### config.mk
export PLATFORM = sky130hd
export DESIGN_NAME = alu_seq_exec
export DESIGN_NICKNAME = d
export VERILOG_FILES = /design/src/rtl/alu_seq_exec.sv
export SDC_FILE = /design/constraint.sdc
export NUM_CORES = 1
export LEC_CHECK = 0
export CAP_MARGIN = 20
export CORE_AREA = 2 2 193 195
export DETAILED_ROUTE_END_ITERATION = 12
export DIE_AREA = 0 0 195 197
export PLACE_DENSITY = 0.39
export RECOVER_POWER = 100
export SYNTH_ARGS = -nofsm -noshare
export SYNTH_HDL_FRONTEND = slang
export SYNTH_SLANG_ARGS = --single-unit
### constraint.sdc
create_clock -name clk -period 4.3 [get_ports clk]
set_input_delay 0.86 -clock clk [delete_from_list [all_inputs] [get_ports clk]]
set_output_delay 0.86 -clock clk [all_outputs]
set_load 0.02 [all_outputs]
### src/rtl/alu_seq_exec.sv
// Sequential ALU: accepts one operation per request and finishes it in RUN.
// Shifts move one bit per cycle and MUL is an iterative shift-add over TAM cycles.
module alu_seq_exec #(
  parameter int TAM = 16
) (
  input  logic           clk,
  input  logic           rst,
  input  logic           ALU_start,
  input  logic [3:0]     ALU_op,
  input  logic [TAM-1:0] A_ULA,
  input  logic [TAM-1:0] B_ULA,
  output logic           ALU_busy,
  output logic           ALU_done,
  output logic [TAM-1:0] ALU_result,
  output logic [3:0]     ALU_flags
);
  localparam int CW = ($clog2(TAM + 1) > 4) ? $clog2(TAM + 1) : 4;

  typedef enum logic [1:0] {IDLE, RUN, DONE} state_t;
  state_t state, state_n;

  logic [3:0]     op_r;
  logic [TAM-1:0] a_r, b_r, hi_r, lo_r;
  logic [CW-1:0]  cnt;
  logic           sh_c;

  logic accept, last;
  assign accept   = ALU_start && (state != RUN);
  assign last     = (state == RUN) && (cnt == CW'(1));
  assign ALU_busy = (state == RUN);
  assign ALU_done = (state == DONE);

  always_ff @(posedge clk or posedge rst) begin
    if (rst) state <= IDLE;
    else     state <= state_n;
  end

  always_comb begin
    state_n = state;
    case (state)
      IDLE:    if (ALU_start) state_n = RUN;
      RUN:     if (last) state_n = DONE;
      DONE:    state_n = ALU_start ? RUN : IDLE;
      default: state_n = IDLE;
    endcase
  end

  // One iteration of the shift or shift-add datapath; lo_r is the working value.
  logic [TAM:0]   sum;
  logic [TAM-1:0] hi_n, lo_n;
  logic           c_n, sh_zero;
  assign sh_zero = (b_r[3:0] == 4'd0);

  always_comb begin
    hi_n = hi_r;
    lo_n = lo_r;
    c_n  = sh_c;
    sum  = '0;
    case (op_r)
      4'd6: if (!sh_zero) {c_n, lo_n} = {lo_r, 1'b0};
      4'd7: if (!sh_zero) {lo_n, c_n} = {1'b0, lo_r};
      4'd8: begin
        sum  = {1'b0, hi_r} + (lo_r[0] ? {1'b0, a_r} : '0);
        hi_n = sum[TAM:1];
        lo_n = {sum[0], lo_r[TAM-1:1]};
      end
      default: ;
    endcase
  end

  logic [TAM:0]   add_s;
  logic [TAM-1:0] sub_s, res_n;
  logic           c_f, v_f;
  assign add_s = {1'b0, a_r} + {1'b0, b_r};
  assign sub_s = a_r - b_r;

  always_comb begin
    res_n = '0;
    c_f   = 1'b0;
    v_f   = 1'b0;
    case (op_r)
      4'd0: begin
        res_n = add_s[TAM-1:0];
        c_f   = add_s[TAM];
        v_f   = (a_r[TAM-1] == b_r[TAM-1]) && (add_s[TAM-1] != a_r[TAM-1]);
      end
      4'd1: begin
        res_n = sub_s;
        c_f   = (a_r >= b_r);
        v_f   = (a_r[TAM-1] != b_r[TAM-1]) && (sub_s[TAM-1] != a_r[TAM-1]);
      end
      4'd2: res_n = a_r & b_r;
      4'd3: res_n = a_r | b_r;
      4'd4: res_n = a_r ^ b_r;
      4'd5: res_n = ~a_r;
      4'd6, 4'd7: begin
        res_n = lo_n;
        c_f   = c_n;
      end
      4'd8: begin
        res_n = lo_n;
        c_f   = |hi_n;
      end
      default: ;
    endcase
  end

  always_ff @(posedge clk or posedge rst) begin
    if (rst) begin
      op_r       <= '0;
      a_r        <= '0;
      b_r        <= '0;
      hi_r       <= '0;
      lo_r       <= '0;
      cnt        <= '0;
      sh_c       <= 1'b0;
      ALU_result <= '0;
      ALU_flags  <= '0;
    end else if (accept) begin
      op_r <= ALU_op;
      a_r  <= A_ULA;
      b_r  <= B_ULA;
      hi_r <= '0;
      lo_r <= (ALU_op == 4'd8) ? B_ULA : A_ULA;
      sh_c <= 1'b0;
      if (ALU_op == 4'd8)
        cnt <= CW'(TAM);
      else if ((ALU_op == 4'd6 || ALU_op == 4'd7) && B_ULA[3:0] != 4'd0)
        cnt <= CW'(B_ULA[3:0]);
      else
        cnt <= CW'(1);
    end else if (state == RUN) begin
      hi_r <= hi_n;
      lo_r <= lo_n;
      sh_c <= c_n;
      cnt  <= cnt - CW'(1);
      if (last) begin
        ALU_result <= res_n;
        ALU_flags  <= {(res_n == '0), res_n[TAM-1], c_f, v_f};
      end
    end
  end
endmodule

==> summary.txt <==
Outcome
  – Result of the run: finished, violations left
  – Failing checks: max-capacitance violations, max-slew violations

Worst setup path
  – Critical-path cell with the highest stage delay: sky130_fd_sc_hd__a2111oi_0
  – Count of buffering cells on the critical path with inverters included: 2
  – Cell occurring most often along the worst timing path: sky130_fd_sc_hd__inv_1
  – Largest stage delay, worst path: 0.78 ns
  – Peak fanout along the critical path: 4
  – CP delay by family, top: compound AO/OA/AOI/OAI gates
  – Required time of the critical path: 4.60 ns
  – Type of element capturing the critical path: flip-flop
  – Sort of element at the start of the critical path: flip-flop
  – Critical Setup Path Class: reg2reg
  – CP Data Arrival Time: 4.30 ns
  – Chain of cells forming the critical path: inv_1 -> ha_1 -> inv_1 -> fa_1 -> nor3b_1 -> o31ai_1 -> o311ai_1 -> a221oi_1 -> o211ai_1 -> a2111oi_0 -> nand4_1 -> nor3_1 -> a32o_2

Finish
  – Fraction of the core area covered by cells at the end of the flow: 0.265
  – Area growth from synthesis to final layout: 16.9%
  – Non-filler instance count after layout: 1525
  – Count of inserted antenna diode cells: 0
  – Post-route standard cell area excluding fillers: 9620 sq um
  – Number of nets in the final layout: 1163
  – Ratio of cells with drive above 1 in the final layout: 0.0700

Logic synthesis
  – Proportion of netlist area held by the largest area contributor: 0.289
  – Largest cells by area after synthesis: sky130_fd_sc_hd__dfrtp_1, sky130_fd_sc_hd__ha_1, sky130_fd_sc_hd__nand2_1, sky130_fd_sc_hd__o21ai_0, sky130_fd_sc_hd__a21oi_1
  – Post-synthesis sequential area ratio: 0.289
  – Cell count after synthesis: 1023
  – #FFs+latches synth: 95
  – Largest area contributor in the synthesized netlist: sky130_fd_sc_hd__dfrtp_1
  – Count of different cell masters after synthesis: 81
  – Fraction of registers with async set/reset: 1.00
  – Number of warning messages in the yosys log: 0
  – Average cell area after synthesis: 8.05 sq um
  – Synthesized Nets: 1134
  – Predominant post-synthesis flop cell: sky130_fd_sc_hd__dfrtp_1
  – Most common cell in the netlist: sky130_fd_sc_hd__nand2_1
  – Synthesized area: 8230 sq um
  – Number of enable flip-flop cells after synthesis: 0
  – Most used standard cells in the synthesized netlist: sky130_fd_sc_hd__nand2_1, sky130_fd_sc_hd__dfrtp_1, sky130_fd_sc_hd__o21ai_0, sky130_fd_sc_hd__ha_1

Clock network
  – Worst-case clock buffer depth: 2
  – Buffers inserted by post-CTS timing repair: 0
  – Worst skew pair latency: 0.38 ns
  – TritonCTS clock tree: done
  – Clock root buffer: sky130_fd_sc_hd__clkbuf_16
  – Gates resized, CTS repair: 0
  – Hold buffers post-CTS: 0
  – H-Tree Level Count: 3
  – Number of buffers created by CTS: 9
  – TritonCTS Sinks: 95
  – Clock slew seen by the registers of the worst setup and hold paths: 0.08 ns

Die
  – Die span in y: 197 um
  – Area of the core: 36300 sq um
  – Total Die Area: 38400 sq um
  – Total number of placement rows: 70
  – Starting Density: 0.227
  – Count of pins on the block boundary: 61
  – Die width: 195 um

Detailed routing
  – Via-per-instance ratio: 5.22
  – Detailed-route via count: 7955
  – DRC marker count from the first detailed-route iteration: 589
  – Remaining number of nets flagged by the antenna check after routing: 0
  – Routed wire length: 32800 um
  – Number of optimization iterations in the first detailed-route pass: 5
  – Wire per inst: 21.5 um
  – Post-route DRC: 0

STA
  – Highest attainable clock frequency: 250 MHz
  – Period utilisation layout: 0.928
  – Final Max Slew Viols: 50
  – Setup TNS: 0 ns
  – Fin. Hold Viols: 0
  – Worst slew margin relative to its limit: -0.757
  – Clk_skew: 0.0124 ns
  – Number of endpoints failing setup at the final stage: 0
  – Final critical-path required period: 3.99 ns
  – Actual transition at the worst max-transition pin: 2.62 ns
  – Setup repair after global routing missed its margin: no

Global routing
  – Maximum number of pins on one net before global-route repair: 52
  – Total global routing track utilization: 0.175
  – Via count of the first global-routing pass: 7972
  – Global-route congestion overflow total: 0
  – Wire length of the first global-routing pass: 50600 um
  – Initial antenna violation count: 0

Power
  – Total power density per cell area: 884 nW/um^2
  – Leakage: 4.04 nW
  – Pwr Total: 8.50 mW
  – VDD IR max: 0.271 mV

Job
  – Max capacitance violation total: 1

Place
  – Buffers on Ports: 60
  – Inst Count DP: 1509
  – Placed Area: 9390 sq um
  – DPL Wire Length: 24700 um
  – Last weighted congestion value of the routability-driven placer: 0.865

Hold path
  – Tightest Hold Check Type: reg2reg
==> metal layers <==
metal  part of all wire  track usage  wire, um
met2               0.45        0.276     14600
met3              0.048       0.0250      1570
met1               0.48        0.241     15700
met5                  0            0         0
met4              0.028       0.0659       917
==> area by class of cell <==
type	count	area (sq um)
fillers	3997	26600
multi-input cells	798	5330
flip-flops and latches	95	2380
repair buffers	87	800
well taps	468	586
inverters	61	230
clock buffers	9	225
clock inverters	7	72.6
==> cell families after synthesis <==
family,count (synthesis),share of synthesized area
XOR/XNOR,11,0.0117
AND/OR/NAND/NOR,363,0.217
multiplexers,13,0.0161
buffers and inverters,130,0.0644
adder cells (fa/ha/maj),72,0.112
AO/OA/AOI/OAI,339,0.289
flip-flops,95,0.289
==> final timing paths <==
kind,startpoint,to,slack [ns],cells after the start
max,a_r[0],ALU_flags[3],0.31,13
min,ALU_result[7],ALU_result[7],0.48,2
max reg2reg,a_r[0],ALU_flags[3],0.31,13
min reg2reg,ALU_result[7],ALU_result[7],0.48,2
max in group asynchronous,rst,lo_r[0],1.30,2
min in group asynchronous,rst,hi_r[12],1.68,2
==> power breakdown <==
part,leakage (nW),switching (mW),total (mW),internal [mW]
logic,2.72,3.69,5.83,2.13
clock network,0.142,0.426,0.880,0.453
registers,1.17,0.501,1.80,1.30
total,4.04,4.62,8.50,3.88
==> worst reg2reg max path, cell delays in order, from the launching register on <==
cell and delay (ns):
sky130_fd_sc_hd__dfrtp_1 0.41, sky130_fd_sc_hd__inv_1 0.11, sky130_fd_sc_hd__ha_1 0.22, sky130_fd_sc_hd__inv_1 0.07
sky130_fd_sc_hd__fa_1 0.41, sky130_fd_sc_hd__nor3b_1 0.19, sky130_fd_sc_hd__o31ai_1 0.31, sky130_fd_sc_hd__o311ai_1 0.25
sky130_fd_sc_hd__a221oi_1 0.30, sky130_fd_sc_hd__o211ai_1 0.24, sky130_fd_sc_hd__a2111oi_0 0.78, sky130_fd_sc_hd__nand4_1 0.19
sky130_fd_sc_hd__nor3_1 0.24, sky130_fd_sc_hd__a32o_2 0.19
==> stage by stage <==
| step | hold WS, ns | setup WS [ns] |
|---|---|---|
| after floorplan | 0.468 | 0.963 |
| after global placement | 0.468 | 0.142 |
| after detailed placement | 0.468 | 0.217 |
| after CTS | 0.485 | 0.190 |
| after global routing | 0.512 | 0.0736 |
| final | 0.475 | 0.308 |
==> registers in the layout (all words and copies together) (netlist names) <==
signal	cells
sh_c	1
op_r	4
hi_r	16
ALU_result	15
state	2
a_r	16
b_r	16
lo_r	16
cnt	5
ALU_flags	4
==> cell usage in the layout, fill, tap and decap left out, drive strengths merged, types with 19 or more instances in the layout <==
master         instances
nand2                149
dfrtp                 95
o21ai                 92
ha                    69
inv                   59
nor2                  57
a21oi                 50
nand3                 42
clkdlybuf4s50         35
dlygate4sd3           25
a211oi                23
nor3                  19
and2                  19
buf                   19
(Power assumes the default switching activity.)
